**src/rtl/mac_requant.sv**
```systemverilog
// Requantizer behind the MAC accumulator: round-to-nearest (ties toward +inf), then saturate.
// Two-stage valid/ready pipeline at full throughput, with a sticky saturation flag and counter.
module mac_requant #(
  parameter int unsigned int_in_p      = 9,
  parameter int unsigned frac_in_p     = 22,
  parameter int unsigned int_out_p     = 2,
  parameter int unsigned frac_out_p    = 11,
  parameter int unsigned count_width_p = 16
) (
  input  logic                               clk_i,
  input  logic                               reset_ni,
  input  logic [int_in_p+frac_in_p-1:0]      data_i,
  input  logic                               valid_i,
  output logic                               ready_o,
  output logic [int_out_p+frac_out_p-1:0]    data_o,
  output logic                               valid_o,
  input  logic                               ready_i,
  input  logic                               clear_i,
  output logic                               sat_o,
  output logic [count_width_p-1:0]           sat_count_o
);

  localparam int unsigned InW   = int_in_p + frac_in_p;
  localparam int unsigned OutW  = int_out_p + frac_out_p;
  localparam int unsigned Shift = frac_in_p - frac_out_p;
  // Rounded value keeps the extra headroom bit of the widened add.
  localparam int unsigned S1W   = InW + 1 - Shift;

  localparam logic [InW:0]    RoundHalf = (InW+1)'(1) << (Shift - 1);
  localparam logic [S1W-1:0]  SatMax = {{(S1W-OutW+1){1'b0}}, {(OutW-1){1'b1}}};
  localparam logic [S1W-1:0]  SatMin = {{(S1W-OutW+1){1'b1}}, {(OutW-1){1'b0}}};
  localparam logic [OutW-1:0] OutMax = {1'b0, {(OutW-1){1'b1}}};
  localparam logic [OutW-1:0] OutMin = {1'b1, {(OutW-1){1'b0}}};

  logic              v1_q, v1_d;
  logic [S1W-1:0]    s1_q, s1_d;
  logic              v2_q, v2_d;
  logic [OutW-1:0]   data_q, data_d;
  logic              sat_q, sat_d;
  logic [count_width_p-1:0] cnt_q, cnt_d;

  logic              advance;
  logic              load1;
  logic              in_fire;
  logic [InW:0]      round_sum;
  logic [S1W-1:0]    round_val;
  logic              unused_round_lsbs;
  logic              sat_hi;
  logic              sat_lo;
  logic              sat_evt;
  logic [OutW-1:0]   sat_val;

  // Stage 1: add half an output LSB, then arithmetic shift by taking the upper slice.
  assign round_sum         = {data_i[InW-1], data_i} + RoundHalf;
  assign round_val         = round_sum[InW:Shift];
  assign unused_round_lsbs = ^round_sum[Shift-1:0];

  // Stage 2: clamp to the output range.
  assign sat_hi  = $signed(s1_q) > $signed(SatMax);
  assign sat_lo  = $signed(s1_q) < $signed(SatMin);
  assign sat_evt = sat_hi | sat_lo;

  always_comb begin
    sat_val = s1_q[OutW-1:0];
    if (sat_hi) begin
      sat_val = OutMax;
    end else if (sat_lo) begin
      sat_val = OutMin;
    end
  end

  assign advance = !v2_q || ready_i;
  assign load1   = !v1_q || advance;
  assign ready_o = load1;
  assign in_fire = valid_i && ready_o;

  always_comb begin
    v1_d   = v1_q;
    s1_d   = s1_q;
    v2_d   = v2_q;
    data_d = data_q;
    sat_d  = sat_q;
    cnt_d  = cnt_q;

    if (load1) begin
      v1_d = in_fire;
      if (in_fire) begin
        s1_d = round_val;
      end
    end

    if (advance) begin
      v2_d = v1_q;
      if (v1_q) begin
        data_d = sat_val;
        if (sat_evt) begin
          sat_d = 1'b1;
          if (!(&cnt_q)) begin
            cnt_d = cnt_q + 1'b1;
          end
        end
      end
    end

    // Clear takes priority over a same-cycle saturation event.
    if (clear_i) begin
      sat_d = 1'b0;
      cnt_d = '0;
    end
  end

  always_ff @(posedge clk_i or negedge reset_ni) begin
    if (!reset_ni) begin
      v1_q   <= 1'b0;
      s1_q   <= '0;
      v2_q   <= 1'b0;
      data_q <= '0;
      sat_q  <= 1'b0;
      cnt_q  <= '0;
    end else begin
      v1_q   <= v1_d;
      s1_q   <= s1_d;
      v2_q   <= v2_d;
      data_q <= data_d;
      sat_q  <= sat_d;
      cnt_q  <= cnt_d;
    end
  end

  assign data_o      = data_q;
  assign valid_o     = v2_q;
  assign sat_o       = sat_q;
  assign sat_count_o = cnt_q;

endmodule

```
**config.mk**
```make
export PLATFORM = sky130hd
export DESIGN_NAME = mac_requant
export DESIGN_NICKNAME = d
export VERILOG_FILES = /design/src/rtl/mac_requant.sv
export SDC_FILE = /design/constraint.sdc
export NUM_CORES = 1
export LEC_CHECK = 0
export BUFFER_PORTS_ARGS = -buffer_cell sky130_fd_sc_hd__buf_2
export CORE_UTILIZATION = 57
export DETAILED_ROUTE_END_ITERATION = 8
export PLACE_DENSITY = 0.93
export SLEW_MARGIN = 20
export SYNTH_ARGS = -nofsm -noshare
export SYNTH_HDL_FRONTEND = slang
export SYNTH_SLANG_ARGS = --single-unit
export TNS_END_PERCENT = 30
```
**constraint.sdc**
```tcl
create_clock -name clk_i -period 3.5 [get_ports clk_i]
set_clock_uncertainty 0.15 [all_clocks]
set_input_delay 0 -clock clk_i [delete_from_list [all_inputs] [get_ports clk_i]]
set_output_delay 0 -clock clk_i [all_outputs]
set_load 0.01 [all_outputs]
```
==> flow_summary.toml <==
[grt]
grt_pass1_wl_um = 10900
first_global_vias = 2428
grt_max_degree = 54
grt.total_usage_pct = 28.0
grt_overflow = 0
antenna_found_initial = 0

[cells_and_area]
finalNetCount = 407
fill_cells = 285
drive_gt1_share_pct = 24.1
register_area_mm2 = 0.00133
n_antenna_cell = 0
area_growth_pct = 28.0
fin_cells = 422
multi_input_area_mm2 = 0.00129

[synthesis]
synth_compound_area_share_pct = 16.0
synth_seq_cells = 53
synth_top_family_by_area = "simple AND/OR/NAND/NOR gates"
synth_edf_count = 0
synth_xor_xnor_area_share_pct = 7.17
yosys.area_share.simple_pct = 21.3
syn-cell-area_mm2 = 0.00269
synth_async_sr_flop_share_pct = 100
ys_types = 43
synthMuxAreaShare_pct = 2.47
synth_nets = 318
synth_area_leaders = "dfrtp_1 49%, a21oi_1 7.4%, nor2_1 4.0%, xnor2_1 3.9%, o21ai_0 3.4%"
seq_area_frac_synth_pct = 49.3
syn_avg_cell_area_um2 = 9.60
synth_top_flop_cell = "dfrtp_1"
yosys.area.top_type = "dfrtp_1"
synth_top_area_share_pct = 49.3
synthAdderAreaFrac_pct = 0.931
synth.yosys.warnings = 0
syn-instance-count = 280

[worst_hold_path]
hold_path_class = "in2reg"
min_from = "data_i[10]"
min_path_cells = 4
whs_endpoint = "s1_q[1]"

[worst_setup_path]
critPathRequiredTime_ps = 3540
critical_path_class = "in2reg"
start_kind = "input port"
r2r_slack_ps = 1220
reg2reg_to = "s1_q[20]"
path_max_fanout = 6
cp-end-kind = "flip-flop"
critical_path_arrival_ps = 2460
r2r_cells = 6
reg2reg_from = "valid_o"

[die]
die_w_um = 70.7
die_h_um = 70.7
start_util_pct = 60.5
die_area_mm2 = 0.00500
ios = 68
coreArea_mm2 = 0.00444
rows = 24

[routing]
drtAntennaViolNets = 0
dr.pass1.iters = 6
wl_per_cell_um = 15.1
via_per_inst = 5.83
drc = 6
wl_um = 6360
vias = 2461
drt_iter0_markers = 175

[timing]
setup_viol = 0
drv_slew = 0
setup_ws_ps = 1090
min_period_ps = 2410
clock.fmax_mhz = 414
tightest_slew_ps = 655
maxSlewHeadroom_pct = 56.3
min_period_over_period_pct = 68.9
rsz0062_at_grt = "no"
hold_violations = 0
fin_setup_tns_ps = 0

[placed_design]
portBuffers = 57
place_ws_ps = 1310
hpwlAfterDp_um = 4020
gp_congestion = 0.788
post-place-cells = 382

[clock_network]
post_cts_buffers = 0
htreeDepth = 2
cts_sinks = 53
hold_buffers = 32
clockRootBuffer = "clkbuf_8"
insertion_delay_ps = 310
cts_tree = "built"
cts_buffer_depth = 2
ctsResizeCount = 0
path_clk_slew_ps = 90
cts_buffers = 5

[pwr]
power_density_mw_per_mm2 = 406
ir_worst_vdd_v = 0.000252
power_leakage_nw = 1.51

[run_status]
run_status = "finished, violations left"
violations = "design-rule violations"

[run]
drv_cap = 0
-- cell usage in the layout (no fill, tap or decap), types with 4 or more instances in the layout --
cell           synthesis  final
a21oi_1               40     40
or3_2                  4      4
o21ai_0               18     18
xor2_1                10     10
inv_1                  7      7
clkbuf_8               0      7
xnor2_1               12     12
buf_2                  1     57
nand2_1               22     22
nand3_1               10     10
and3_1                 5      5
buf_4                  0      4
dfrtp_1               53     53
nor2_1                29     29
nand4_1               11     11
dlygate4sd3_1          0     32
nor2b_1                4      4
-- stage by stage --
step	hold WS [ps]	area, um2	total power [mW]	util [%]
finish	73.5	3440	1.40	77.4
global route	95.1	3440	1.47	77.4
CTS	60.4	3440	1.40	77.4
detailed placement	1.37	3020	0.998	67.9
global placement	2.00	3020	0.985	67.9
floorplan	-446	2690	0.885	-
-- cell usage after synthesis, types with 2 or more instances --
cell,count
buf_1,2
or3_1,2
dfrtp_1,53
nor4_1,3
clkbuf_1,7
nand4_1,11
nand2b_1,3
o21ai_0,18
o31ai_1,3
mux2_2,3
ha_1,2
inv_1,7
nand2_1,22
xnor2_1,12
and4_1,3
nand3_1,10
nor2_1,29
or3_2,4
o211ai_2,2
mux2_1,2
nand4_2,2
a21oi_1,40
o21ai_1,2
nor2b_1,4
and3_1,5
xor2_1,10
nor3_1,2
or4_1,2
-- cell families after synthesis --
family          after synthesis
compound gates               72
xor+xnor                     22
fa+ha+maj                     2
buf+inv                      18
flops                        53
mux                           6
simple gates                107
-- report_power, final --
part	total (mW)	switching [mW]	internal, mW
combinational	0.285	0.156	0.129
clock	0.372	0.193	0.179
sequential	0.739	0.0539	0.685
total	1.40	0.403	0.993
-- critical path, stage by stage --
cell and delay [ps]:
dlygate4sd3_1 530, buf_2 150, and4_1 230, nor2b_1 430
and3_1 260, nand2_1 60, a31o_2 230, dlygate4sd3_1 550
-- layer usage --
metal	GRT usage, %	vias up	part of all wire (%)
li1	-	1179	-
met5	0	-	0
met1	34.4	1180	40
met2	47.6	83	52
met3	4.70	19	5.3
met4	14.4	0	2.9
-- final cells by class --
| type | count | area share (%) |
|---|---|---|
| Multi-Input combinational cell | 209 | 37.4 |
| Clock inverter | 1 | 0.145 |
| Inverter | 7 | 0.764 |
| Sequential cell | 53 | 38.5 |
| Timing Repair Buffer | 93 | 18.5 |
| Clock buffer | 7 | 2.80 |
| Tap cell | 52 | 1.89 |
-- worst max-delay path by stage --
stage                              start        endpoint  slack (ps)  cells after the start
final                         data_i[13]        s1_q[20]        1090                      8
after global routing          data_i[12]        s1_q[20]        1000                      8
after global placement    sat_count_o[0]  sat_count_o[3]        1360                      6
after detailed placement  sat_count_o[0]  sat_count_o[3]        1310                      6
after floorplan           sat_count_o[0]  sat_count_o[3]        1380                      6
after CTS                     data_i[12]        s1_q[20]        1160                      8
-- flip-flops by register name, summed over array words and instances, names as in the netlist --
register and cells:
data_o 13, s1_q 21, sat_count_o 16, sat_o 1, v1_q 1, valid_o 1
(Power assumes the default switching activity.)
